[config.mk]
export PLATFORM = sky130hd
export DESIGN_NAME = tlc_led_driver
export DESIGN_NICKNAME = d
export VERILOG_FILES = /design/src/rtl/tlc_pkg.sv /design/src/rtl/tlc_blink_gen.sv /design/src/rtl/tlc_led_driver.sv
export SDC_FILE = /design/constraint.sdc
export NUM_CORES = 1
export LEC_CHECK = 0
export BUFFER_PORTS_ARGS = -buffer_cell sky130_fd_sc_hd__buf_2
export CORE_UTILIZATION = 55
export DETAILED_ROUTE_END_ITERATION = 16
export PLACE_DENSITY = 0.79
export SLEW_MARGIN = 20
export SYNTH_ARGS = -nofsm -noshare
export SYNTH_HDL_FRONTEND = slang
export SYNTH_SLANG_ARGS = --single-unit
[constraint.sdc]
create_clock -name MCLK -period 4.1 [get_ports MCLK]
set_input_delay 0.205 -clock MCLK [delete_from_list [all_inputs] [get_ports MCLK]]
set_output_delay 0.205 -clock MCLK [all_outputs]
set_load 0.1 [all_outputs]
[src/rtl/tlc_pkg.sv]
// rtl/tlc_pkg.sv - shared states, LED bit positions, lamp patterns and decode helpers
package tlc_pkg;

  typedef enum logic [1:0] {
    ST_LAMP  = 2'd0,
    ST_RUN   = 2'd1,
    ST_FAULT = 2'd2
  } tlc_state_e;

  localparam int LED_HRED    = 7;
  localparam int LED_HYELLOW = 6;
  localparam int LED_HGREEN  = 5;
  localparam int LED_HLEFT   = 4;
  localparam int LED_FRED    = 3;
  localparam int LED_FYELLOW = 2;
  localparam int LED_FGREEN  = 1;
  localparam int LED_FLEFT   = 0;

  localparam logic [7:0] LED_ALL_ON   = 8'hFF;
  localparam logic [7:0] LED_FAULT_ON = 8'h88;

  // Farm green has no dedicated control line; it is lit whenever no other farm lamp is.
  function automatic logic [7:0] led_map(input logic hred, input logic hyellow,
                                         input logic hgreen, input logic hleft,
                                         input logic fred, input logic fyellow,
                                         input logic fleft);
    logic [7:0] m;
    m              = '0;
    m[LED_HRED]    = hred;
    m[LED_HYELLOW] = hyellow;
    m[LED_HGREEN]  = hgreen;
    m[LED_HLEFT]   = hleft;
    m[LED_FRED]    = fred;
    m[LED_FYELLOW] = fyellow;
    m[LED_FGREEN]  = ~fred & ~fyellow & ~fleft;
    m[LED_FLEFT]   = fleft;
    return m;
  endfunction

  function automatic logic conflict(input logic hred, input logic hyellow,
                                    input logic hgreen, input logic hleft,
                                    input logic fred, input logic fyellow,
                                    input logic fleft);
    logic h_go;
    h_go = hgreen | hyellow | hleft;
    return (h_go & ~fred) | (hred & h_go) | (fred & (fyellow | fleft)) | ~(hred | h_go);
  endfunction

endpackage

[src/rtl/tlc_blink_gen.sv]
// rtl/tlc_blink_gen.sv - divider toggling a flash phase every DIV enabled cycles
module tlc_blink_gen #(
  parameter int DIV = 4
) (
  input  logic clk_i,
  input  logic rst_i,
  input  logic clr_i,
  input  logic en_i,
  output logic phase_next_o
);

  localparam int W = (DIV > 1) ? $clog2(DIV) : 1;
  localparam logic [W-1:0] LAST = W'(DIV - 1);

  logic [W-1:0] cnt_q, cnt_d;
  logic         phase_q, phase_d;

  // Next phase is exported so the caller can register it alongside its own outputs.
  always_comb begin
    cnt_d   = cnt_q;
    phase_d = phase_q;
    if (clr_i) begin
      cnt_d   = '0;
      phase_d = 1'b1;
    end else if (en_i) begin
      if (cnt_q == LAST) begin
        cnt_d   = '0;
        phase_d = ~phase_q;
      end else begin
        cnt_d = cnt_q + W'(1);
      end
    end
  end

  always_ff @(posedge clk_i) begin
    if (rst_i) begin
      cnt_q   <= '0;
      phase_q <= 1'b1;
    end else begin
      cnt_q   <= cnt_d;
      phase_q <= phase_d;
    end
  end

  assign phase_next_o = phase_d;

endmodule

[src/rtl/tlc_led_driver.sv]
// rtl/tlc_led_driver.sv - LED output stage with lamp test and latched conflict watchdog
module tlc_led_driver #(
  parameter int BLINK_DIV = 25000000,
  parameter int LT_CYCLES = 50000000,
  parameter int FAULT_CNT = 3
) (
  input  logic       MCLK,
  input  logic       RESET,
  input  logic       FLEFT,
  input  logic       FRED,
  input  logic       FYELLOW,
  input  logic       HGREEN,
  input  logic       HLEFT,
  input  logic       HRED,
  input  logic       HYELLOW,
  input  logic       LAMP_TEST,
  output logic [7:0] LED,
  output logic       FAULT
);
  import tlc_pkg::*;

  localparam int LT_W = (LT_CYCLES > 1) ? $clog2(LT_CYCLES) : 1;
  localparam int FC_W = $clog2(FAULT_CNT + 1);
  localparam logic [LT_W-1:0] LT_LAST = LT_W'(LT_CYCLES - 1);
  localparam logic [FC_W-1:0] FC_TRIP = FC_W'(FAULT_CNT);

  tlc_state_e      state_q, state_d;
  logic [LT_W-1:0] lt_cnt_q, lt_cnt_d;
  logic [FC_W-1:0] flt_cnt_q, flt_cnt_d;
  logic [7:0]      led_q, led_d;
  logic            fault_q, fault_d;
  logic            blink_clr, blink_en, blink_phase;
  logic            conflict_w;
  logic [7:0]      map_w;

  assign conflict_w = conflict(HRED, HYELLOW, HGREEN, HLEFT, FRED, FYELLOW, FLEFT);
  assign map_w      = led_map(HRED, HYELLOW, HGREEN, HLEFT, FRED, FYELLOW, FLEFT);

  tlc_blink_gen #(.DIV(BLINK_DIV)) u_blink (
    .clk_i        (MCLK),
    .rst_i        (RESET),
    .clr_i        (blink_clr),
    .en_i         (blink_en),
    .phase_next_o (blink_phase)
  );

  always_comb begin
    state_d   = state_q;
    lt_cnt_d  = lt_cnt_q;
    flt_cnt_d = flt_cnt_q;
    led_d     = led_q;
    fault_d   = fault_q;
    blink_clr = 1'b0;
    blink_en  = 1'b0;
    unique case (state_q)
      ST_LAMP: begin
        led_d   = LED_ALL_ON;
        fault_d = 1'b0;
        if (lt_cnt_q == LT_LAST) begin
          state_d  = ST_RUN;
          lt_cnt_d = '0;
        end else begin
          lt_cnt_d = lt_cnt_q + LT_W'(1);
        end
      end
      ST_RUN: begin
        // Trip is acted on the edge after the count completes, whatever the inputs then are.
        if (flt_cnt_q == FC_TRIP) begin
          state_d   = ST_FAULT;
          fault_d   = 1'b1;
          blink_clr = 1'b1;
          led_d     = LED_FAULT_ON;
        end else begin
          led_d     = LAMP_TEST ? LED_ALL_ON : map_w;
          flt_cnt_d = conflict_w ? flt_cnt_q + FC_W'(1) : '0;
        end
      end
      ST_FAULT: begin
        fault_d  = 1'b1;
        blink_en = 1'b1;
        led_d    = blink_phase ? LED_FAULT_ON : 8'h00;
      end
      default: state_d = ST_LAMP;
    endcase
  end

  always_ff @(posedge MCLK) begin
    if (RESET) begin
      state_q   <= ST_LAMP;
      lt_cnt_q  <= '0;
      flt_cnt_q <= '0;
      led_q     <= LED_ALL_ON;
      fault_q   <= 1'b0;
    end else begin
      state_q   <= state_d;
      lt_cnt_q  <= lt_cnt_d;
      flt_cnt_q <= flt_cnt_d;
      led_q     <= led_d;
      fault_q   <= fault_d;
    end
  end

  assign LED   = led_q;
  assign FAULT = fault_q;

endmodule

-- After elaboration in Yosys (flattened, before gate mapping)
Index checks and enable logic that the tools add are counted.
- flip-flop bits (word level): 65
- input bits: 10
- output and inout bits: 9
- word-level logic and storage cells: 60
- add/sub/neg operators: 3
- equality and inequality tests: 7
- multiplexer cells: 18
- bitwise operators: 19
- reduce and logical (&&, ||, !) cells: 6
- operators by type and width (kind ; count):
    $add 26x1->26 const B ; 1
    $eq 26x26->1 const B ; 1
    $mux 26 ; 1
    $add 25x1->25 const B ; 1
    $eq 25x25->1 const B ; 1
    $mux 25 ; 1
    $mux 8 ; 3
    $pmux 8 s3 ; 1
    $mux 1 ; 7
    $not 1->1 ; 7
    $or 1x1->1 ; 7
    $mux 2 ; 3
    $pmux 2 s3 ; 1
    $and 1x1->1 ; 5
    $eq 2x2->1 const B ; 2
    $ne 2x2->1 const B ; 2
    $reduce_and 2->1 ; 2
    $pmux 1 s3 ; 1
    $reduce_and 3->1 ; 1
    $reduce_bool 3->1 ; 1
    $add 2x1->2 const B ; 1
    $eq 2x1->1 const B ; 1
    $logic_not 2->1 ; 1
    $reduce_or 2->1 ; 1

-- Depth between registers and ports, before layout
Gate-level depths: netlist of the first run.
- depth after elaboration: 7
- gate-level depth with buffers: 9
- depth with buffers taken out: 7

-- Cells and area by module
A second synthesis of the first run with hierarchy kept.
- cell total of the unflattened synthesis: 364
- area total of the unflattened synthesis: 3205.6 um^2
- modules (own cells, without submodules) (module ; instances ; cells an instance ; area each (um^2)):
    tlc_led_driver ; 1 ; 215 ; 1898.1
    tlc_blink_gen ; 1 ; 149 ; 1307.5

-- Least setup slack after synthesis of the first run
OpenSTA, ideal clock, no wires.
- kind: reg2reg
- from: reg state_q[0]
- to: reg u_blink.cnt_q[10]
- library setup time: 0.117 ns
- data arrival time: 2.011 ns
- path slack: 1.972 ns
- cell stages (with the launch flop): 10
- buffers on the path: 2
- clock period less this slack: 2.128 ns
- cells stage by stage: dfxtp_1 > inv_1 > ha_1 > nand3_1 > or4_1 > or2_2 > clkbuf_1 > nand2_2 > buf_2 > nor2_1
- longest elaborated chain between the ends: 3
- elaborated cells between the ends (all ways): 5
- RTL lines (what ; RTL line ; RTL):
    start: declaration ; tlc_led_driver.sv:27 ; tlc_state_e state_q, state_d;
    start signal: assignment ; tlc_led_driver.sv:95 ; state_q <= state_d;
    $eq 2x1->1 ; tlc_led_driver.sv:55 ; unique case (state_q)
    $mux 1 ; tlc_led_driver.sv:55 ;
    $reduce_or 2->1 (no source line) ; n/a ;
    end signal: assignment ; tlc_blink_gen.sv:40 ; cnt_q <= cnt_d;
    end: declaration ; tlc_blink_gen.sv:15 ; logic [W-1:0] cnt_q, cnt_d;
Several ways; a longest one is shown, not always the timed one.
A chain may end at the register's enable or synchronous reset.

-- Worst setup path in the final report of the first run
- from: reg state_q[0]
- to: reg u_blink.cnt_q[13]
The elaborated chain is that of the path after synthesis.

==> impl_metrics.csv, run 1 <==
group,metric,value,unit
synth,post_synth_num_cell_types,41,
synth,syn-num-nets,390,
clock_tree,cts_resized,0,
critical_path,critPathSlowestCell,"or4_1",
critical_path,cp.buffers_inverters,1,
clock_tree,max-clock-path-buffers,2,
critical_path,crit_end,"u_blink.cnt_q[13]",
sta,whs,0.185,ns
critical_path,ff2ff_setup_slack,1.41,ns
critical_path,cp-start-kind,"flip-flop",
synth,syn_inst,372,
clock_tree,cts_tree,"yes",
clock_tree,hold_buffers,0,
sta,post-route-period-util,65.6,%
routing,antenna_left,0,
synth,ys_ff_latch,65,
critical_path,r2r_end,"u_blink.cnt_q[13]",
placement,placed_area,3250,um2
routing,wl_met2,2830,um
grt,grt_max_degree,26,
routing,finalWirelength,5900,um
power_and_ir_drop,p_sw,330,uW
cells_and_area,stdcell_area,3440,um2
critical_path,path_cells,"inv_1, ha_1, nand3_1, or4_1, or2_2, nand2_2, nor2_1",
critical_path,r2r_cells,7,
synth,seq_area_frac_synth,41.8,%
sta,fin_skew,0.00642,ns
synth,netlist_area,3120,um2
sta,fin_crit,2.69,ns
sta,hold_viol,0,
power_and_ir_drop,ir_drop,0.239,mV
routing,drtPass1Iterations,6,
routing,wire_per_inst,12.7,um
cells_and_area,antenna_cells,0,
synth,yosys.area.top_type,"dfxtp_1",
power_and_ir_drop,leakagePower,1.18,nW
cells_and_area,syn_to_final_growth,10.4,%
sta,max_freq,372,MHz
routing,wl_met1,2810,um
placement,port-buffer-count,18,
critical_path,cp_num_cells,7,
floorplan,start_util,56.9,%
routing,drt_iter0_markers,92,
critical_path,crit_family,"simple AND/OR/NAND/NOR gates",
power_and_ir_drop,p_clk_share,38.7,%
sta,setup_tns,0,ns
cells_and_area,drive_gt1_share,9.41,%
synth,yosys-top-cells-count,"nor2_1 (79), dfxtp_1 (65), nand2_1 (27)",
cells_and_area,fin_util,62.9,%
synth,ys_top_cells_by_area,"dfxtp_1 (42%), nor2_1 (9.5%), xor2_1 (7.0%)",
clock_tree,htree_levels,3,
placement,place.gp.congestion,0.796,
synth,syn_avg_cell_area,8.37,um2
floorplan,die_h,77.3,um
sta,setup_viol,0,
floorplan,num_rows,27,
clock_tree,clock-sinks,65,
grt,overflow,0,
synth,synth_edf_count,0,
floorplan,io_pins,19,
critical_path,worst_ep_arrival_time,2.89,ns
power_and_ir_drop,seqPwrFrac,51.1,%
job,drv_cap,0,
cells_and_area,fin_cells,465,
grt,grt.total_usage,21.7,%
synth,netlist.area_leader.share,41.8,%
clock_tree,clkLatencyLatePin,0.33,ns
synth,async_reset_ff_share,0,%
critical_path,critPathKind,"flip-flop to flip-flop",
critical_path,cp-startpoint,"state_q[0]",
floorplan,dieArea,5970,um2
floorplan,core,5470,um2
critical_path,critPathMaxFanout,25,
critical_path,end_kind,"flip-flop",
run_status,status,"completed",
sta,drv_slew,0,
routing,route.detailed.drc,0,
sta,slew_headroom,30.7,%
grt,grt_first_pass_wirelength,10400,um
placement,dp_slack,1.43,ns
routing,via_per_inst,5.53,
power_and_ir_drop,swShare,25.6,%
cells_and_area,fin_nets,407,
critical_path,cpPeakStageDelay,0.61,ns
sta,fin_ws,1.41,ns
clock_tree,post_cts_buffers,0,
power_and_ir_drop,comb_power_share,10.3,%
placement,dpl.hpwl,4260,um
grt,grt_pass1_vias,2464,
clock_tree,cts-root-buf,"clkbuf_8",
min_path,hold_path.class,"input port to flip-flop",
routing,dr_wl_met3,174,um
power_and_ir_drop,internal_power,959,uW
routing,dr.max_layer_used,"met4",
grt,antenna_found_initial,0,
synth,yosys_warnings,0,
placement,dp_cells,449,
routing,vias,2571,
clock_tree,cts_buffers,9,
power_and_ir_drop,power,1.29,mW
floorplan,dieWidth,77.3,um
sta,rsz0062_at_grt,"no",
sta,tightest_slew,1.03,ns
synth,yosysMostFrequentCell,"nor2_1",
power_and_ir_drop,power_density,375,nW/um2
critical_path,required,4.30,ns
critical_path,r2r-start,"state_q[0]",
synth,ys.flop_type,"dfxtp_1",
clock_tree,path_clk_slew,0.06,ns
final cells by class:
cell class	count	area [um2]
Clock buffer	11	131
Fill cell	481	2030
Tap cell	72	90.1
Timing Repair Buffer	19	101
Clock inverter	4	45.0
Inverter	10	37.5
Sequential cell	65	1300
Multi-Input combinational cell	284	1730
sequential cells by signal, summed over array words and instances, names as in the netlist:
name / count
FAULT: 1
lt_cnt_q: 26
u_blink.cnt_q: 25
u_blink.phase_q: 1
LED: 8
state_q: 2
flt_cnt_q: 2
worst min path at each step:
stage	to	cells past startpoint	from	slack [ns]
after global routing	FAULT	2	RESET	0.18
after CTS	lt_cnt_q[6]	2	RESET	0.17
final	lt_cnt_q[6]	2	RESET	0.19
after floorplan	lt_cnt_q[16]	2	lt_cnt_q[16]	0.47
after global placement	FAULT	2	FAULT	0.47
after detailed placement	FAULT	2	FAULT	0.47
placed cells by master (no fill, tap or decap), drive strengths merged, types with 3 or more instances in the layout:
master | Yosys | layout
nor2b | 3 | 3
nor2 | 79 | 79
ha | 8 | 8
buf | 4 | 19
mux2i | 5 | 5
and4 | 5 | 5
nand4 | 15 | 15
nor4 | 5 | 5
clkbuf | 9 | 11
xnor2 | 23 | 23
and3 | 5 | 5
nand2 | 28 | 28
a21oi | 5 | 5
or3 | 5 | 5
clkinv | 1 | 4
dfxtp | 65 | 65
nor3 | 16 | 16
o31a | 3 | 3
nand3 | 21 | 21
o21ai | 6 | 6
inv | 9 | 9
xor2 | 25 | 25
o211ai | 5 | 5
power groups by stage:
stage / Combinational (mW) / Clock [mW] / Sequential [mW]
after CTS: 0.131 / 0.514 / 0.657
after floorplan: 0.0641 / 0 / 0.711
final: 0.132 / 0.499 / 0.658
after detailed placement: 0.131 / 0 / 0.671
after global routing: 0.146 / 0.536 / 0.659
after global placement: 0.129 / 0 / 0.670
routing by layer:
layer | GRT usage, % | up-vias
li1 | - | 1330
met1 | 25.8 | 1197
met2 | 36.7 | 30
met3 | 6.79 | 14
met4 | 7.36 | 0
met5 | 0 | -
worst register-to-register path: cells and delay by family, from the launching register on:
| family | cells | cell delay, ns |
|---|---|---|
| simple gates | 5 | 1.66 |
| fa+ha+maj | 1 | 0.42 |
| flops | 1 | 0.36 |
| buf+inv | 1 | 0.12 |
cells by family after synthesis:
logic type | Yosys count | share of synthesized area (%)
and+or+nand+nor | 194 | 30.3
DFF | 65 | 41.8
xor gates and xnor gates | 48 | 13.5
AOI/OAI and AO/OA | 29 | 6.71
buffers and inverters | 23 | 2.93
adders and majority gates | 8 | 3.21
muxes | 5 | 1.61
No activity file was read; power rests on OpenSTA's default activity.
==> run 2, diff against run 1 <==
CORE_UTILIZATION = 54   (was 55)
PLACE_DENSITY = 0.81   (was 0.79)
clock period = 2.4 ns   (was 4.1 ns; I/O delays follow)
==> run 2 against run 1 <==
Setup slack worse by 1.2 ns. Clock power increased by 81%. Non-clock buffer count is 6 higher. Critical endpoint is now u_blink.cnt_q[23]. Register-to-register slack worse by 1.2 ns.
==> impl_metrics.csv, run 2 (synthesis results as in run 1) <==
group,metric,value,unit
critical_path,end_kind,"flip-flop",
sta,setup_viol,0,
grt,busiest_layer,"met2",
floorplan,start_util,56.2,%
min_path,hold_path_depth,2,
routing,route.detailed.drc,0,
placement,dp_slack,0.179,ns
critical_path,critPathMaxFanout,25,
power_and_ir_drop,leakagePower,1.22,nW
cells_and_area,syn_to_final_growth,12.6,%
grt,overflow,0,
run_status,status,"completed",
clock_tree,htree_levels,3,
critical_path,cpPeakStageDelay,0.55,ns
sta,hold_viol,0,
min_path,min_from,"RESET",
critical_path,ff2ff_setup_slack,0.17,ns
clock_tree,clkLatencyLatePin,0.34,ns
job,drv_cap,0,
sta,fin_ws,0.172,ns
cells_and_area,antenna_cells,0,
placement,place.gp.congestion,0.776,
clock_tree,cts_buffers,9,
critical_path,required,2.61,ns
min_path,min_to,"lt_cnt_q[1]",
floorplan,num_rows,27,
placement,port-buffer-count,18,
critical_path,r2r-start,"state_q[0]",
cells_and_area,final_common_cell,"nor2_1",
floorplan,core,5540,um2
grt,grt.total_usage,22.3,%
power_and_ir_drop,power_density,643,nW/um2
grt,grt_max_degree,26,
routing,drtPass1Iterations,4,
power_and_ir_drop,ir_drop,0.501,mV
routing,via_per_inst,5.47,
sta,tightest_slew,0.569,ns
grt,gr-usage-met1,26.3,%
routing,wire_per_inst,13.2,um
sta,max_freq,449,MHz
sta,setup_tns,0,ns
sta,fin_skew,0.00705,ns
cells_and_area,drive_gt1_share,11.8,%
clock_tree,clock-sinks,65,
routing,antenna_left,0,
grt,grt_use_met3,6.94,%
clock_tree,path_clk_slew,0.07,ns
critical_path,path_cells,"inv_1, ha_1, nand3_1, or4_1, or2_2, nand2_2, nor2_1",
cells_and_area,fin_nets,413,
cells_and_area,layout_common_cells,"nor2_1 (79), dfxtp_1 (65), nand2_1 (27), xor2_1 (25), xnor2_1 (23)",
routing,vias,2584,
routing,drt_iter0_markers,101,
critical_path,cp-start-kind,"flip-flop",
clock_tree,max-clock-path-buffers,2,
floorplan,dieArea,6080,um2
placement,dpl.hpwl,4290,um
sta,whs,0.0917,ns
grt,grt_first_pass_wirelength,10600,um
floorplan,io_pins,19,
critical_path,worst_ep_arrival_time,2.44,ns
grt,antenna_found_initial,0,
sta,drv_slew,0,
floorplan,dieWidth,78.0,um
cells_and_area,top_register,"lt_cnt_q",
critical_path,critPathSlowestCell,"or4_1",
routing,finalWirelength,6210,um
cells_and_area,largest_reg_flops,26,
critical_path,r2r_end,"u_blink.cnt_q[23]",
clock_tree,cts-root-buf,"clkbuf_8",
critical_path,r2r_cells,7,
sta,fin_crit,2.23,ns
grt,grt_use_met2,36.8,%
sta,rsz0062_at_grt,"no",
min_path,hold_path.class,"input port to flip-flop",
sta,post-route-period-util,92.9,%
floorplan,die_h,78.0,um
critical_path,critPathKind,"flip-flop to flip-flop",
clock_tree,hold_buffers,0,
sta,slew_headroom,62.1,%
grt,grt_pass1_vias,2417,
clock_tree,cts_tree,"yes",
run 2: where the power goes:
| group | internal [mW] | total, mW | switching (mW) |
|---|---|---|---|
| clock network | 0.500 | 0.905 | 0.405 |
| registers | 1.10 | 1.12 | 0.0191 |
| logic | 0.0658 | 0.228 | 0.162 |
run 2: worst max path at each step:
stage                           from           endpoint  cells after the start
final                     state_q[0]  u_blink.cnt_q[23]                      7
after CTS                 state_q[0]  u_blink.cnt_q[13]                      7
after global routing      state_q[0]  u_blink.cnt_q[23]                      7
after detailed placement  state_q[0]  u_blink.cnt_q[13]                      7
after global placement    state_q[1]       lt_cnt_q[25]                      7
after floorplan           state_q[0]  u_blink.cnt_q[10]                      9
run 2: layout make-up:
type	count	area, um2
clock inverter	6	57.6
sequential	65	1300
multi-input combinational	284	1740
clock buffer	10	138
inverter	10	37.5
fill	467	2030
timing repair buffer	25	143
tap	72	90.1
run 2: what timing repair did:
item	in CTS	in global routing
resized for setup	0	1
setup buffers	0	0
setup endpoints to repair	0	1
endpoints found under the hold margin	0	0
run 2: through the flow:
step,utilization [%],std cells,power (mW),instance area [um2]
floorplan,-,372,1.32,3120
global placement,59.7,456,1.37,3310
detailed placement,59.7,456,1.37,3310
CTS,63.2,472,2.27,3500
global route,63.3,472,2.36,3510
finish,63.3,472,2.25,3510
run 2: worst max-delay path: cells and delay by family, from the launching register on:
family / cells / cell delay, ns
fa+ha+maj: 1 / 0.18
buf+inv: 1 / 0.12
flops: 1 / 0.35
simple gates: 5 / 1.45
run 2: metal layers:
metal | part of all wire (%) | vias up | wire [um]
met4 | 1.9 | 0 | 119
met5 | 0 | - | 0
met3 | 2.8 | 11 | 177
met2 | 48 | 44 | 3000
met1 | 47 | 1200 | 2920
li1 | - | 1329 | -
==> run 3, diff against run 2 <==
ABC_CLOCK_PERIOD_IN_PS = 2400   (was unset)
REMOVE_ABC_BUFFERS = 1   (was unset)
==> run 3 against run 2 <==
Total power is 0.60% higher. First-iteration DRC count is the same. Sequential power hardly changed. Setup slack gained 0.052 ns. Combinational power about the same. Non-clock buffer count fell by 1. Fmax is 2.4% higher. Die area unchanged. Final cell count is 0.21% lower. Critical path type unchanged. Highest routed layer unchanged. Sequential share of layout area up 0.093 points. Flip-flop and latch count is the same. Register-to-register slack better by 0.05 ns.
==> impl_metrics.csv, run 3 (synthesis results as in run 1) <==
group,metric,value,unit
placement,dp_cells,455,
clock_tree,cts-root-buf,"clkbuf_8",
cells_and_area,fin_nets,412,
critical_path,critPathMaxFanout,5,
clock_tree,htree_levels,3,
critical_path,ff2ff_setup_slack,0.22,ns
grt,antenna_found_initial,0,
sta,drv_slew,0,
clock_tree,cts_tree,"yes",
sta,rsz0062_at_grt,"no",
clock_tree,post_cts_buffers,0,
critical_path,worst_ep_arrival_time,2.44,ns
critical_path,required,2.66,ns
sta,fin_crit,2.18,ns
critical_path,cp-start-kind,"flip-flop",
grt,grt.total_usage,21.7,%
cells_and_area,syn_to_final_growth,12.3,%
cells_and_area,layout_common_cells,"nor2_1 (79), dfxtp_1 (65), nand2_1 (27), xor2_1 (25), xnor2_1 (23)",
grt,grt_first_pass_wirelength,10400,um
sta,fin_skew,0.0103,ns
sta,tightest_slew,0.562,ns
power_and_ir_drop,leakagePower,1.20,nW
routing,drt_iter0_markers,101,
critical_path,r2r_cells,7,
min_path,hold_path.class,"input port to flip-flop",
floorplan,num_rows,27,
clock_tree,cts_buffers,9,
sta,max_freq,459,MHz
sta,setup_viol,0,
routing,antenna_left,0,
run_status,status,"completed",
critical_path,critPathKind,"flip-flop to flip-flop",
placement,placed_area,3300,um2
clock_tree,max-clock-path-buffers,2,
sta,setup_tns,0,ns
routing,via_per_inst,5.40,
placement,port-buffer-count,18,
cells_and_area,drive_gt1_share,11.3,%
power_and_ir_drop,ir_drop,0.367,mV
cells_and_area,fin_cells,471,
floorplan,io_pins,19,
sta,slew_headroom,62.6,%
clock_tree,cts_resized,0,
grt,overflow,0,
routing,finalWirelength,6060,um
min_path,hold_path_depth,2,
sta,post-route-period-util,90.7,%
cells_and_area,stdcell_area,3500,um2
grt,grt_pass1_vias,2342,
routing,drtPass1Iterations,4,
grt,grt_max_degree,26,
cells_and_area,top_register,"lt_cnt_q",
clock_tree,hold_buffers,0,
placement,dpl.hpwl,4270,um
cells_and_area,largest_reg_flops,26,
floorplan,dieArea,6080,um2
power_and_ir_drop,power_density,648,nW/um2
floorplan,dieWidth,78.0,um
floorplan,die_h,78.0,um
cells_and_area,final_common_cell,"nor2_1",
sta,hold_viol,0,
clock_tree,clock-sinks,65,
clock_tree,clkLatencyLatePin,0.35,ns
job,drv_cap,0,
cells_and_area,fin_util,63.1,%
floorplan,start_util,56.2,%
critical_path,end_kind,"flip-flop",
cells_and_area,antenna_cells,0,
routing,wire_per_inst,12.9,um
clock_tree,path_clk_slew,0.08,ns
routing,route.detailed.drc,0,
floorplan,core,5540,um2
routing,vias,2545,
placement,place.gp.congestion,0.881,
## run 3: cell count changes in the layout (fill, tap and decap cells not counted), sizes merged
cell | previous run | this run
clkinv | 5 | 4
clkinvlp | 1 | 3
buf | 25 | 24
clkbuf | 10 | 9
## run 3: final timing paths
path              start      to
min reg2reg       FAULT   FAULT
min               RESET   FAULT
max          state_q[0]  LED[3]
max reg2reg  state_q[0]  LED[3]
## run 3: critical path, stage by stage (launching register included)
cell and delay, ns:
dfxtp_1 0.34, inv_1 0.11, ha_1 0.18, nand3_1 0.14, or4_1 0.57, or2_2 0.35
mux2i_1 0.16, a211oi_1 0.22
## run 3: per-layer routing
layer  up-vias  track usage, %  part of all wire (%)  wire length [um]
met5         -               0                     0                 0
li1       1325               -                     -                 -
met2        28            36.1                    47              2840
met4         0            9.07                   1.7               102
met3         9            6.24                   2.6               157
met1      1183            26.2                    49              2960
## run 3: per-stage QoR
stage	worst slack, ns	total power, mW	hold WS (ns)
global placement	0.186	1.37	0.423
CTS	0.113	2.28	0.0585
global route	0.0327	2.36	0.0737
detailed placement	0.114	1.37	0.426
floorplan	0.0316	1.32	0.189
finish	0.224	2.27	0.0734
## run 3: cell type report
cell class                      count  area [um2]
Clock buffer                        9         124
Clock inverter                      7        71.3
Fill cell                         477        2040
Inverter                           10        37.5
Multi-Input combinational cell    284        1740
Sequential cell                    65        1300
Tap cell                           72        90.1
Timing Repair Buffer               24         135
## run 3: where the power goes
part	switching (mW)	internal, mW	total, mW
clock network	0.442	0.477	0.918
logic	0.163	0.0659	0.229
registers	0.0184	1.10	1.12
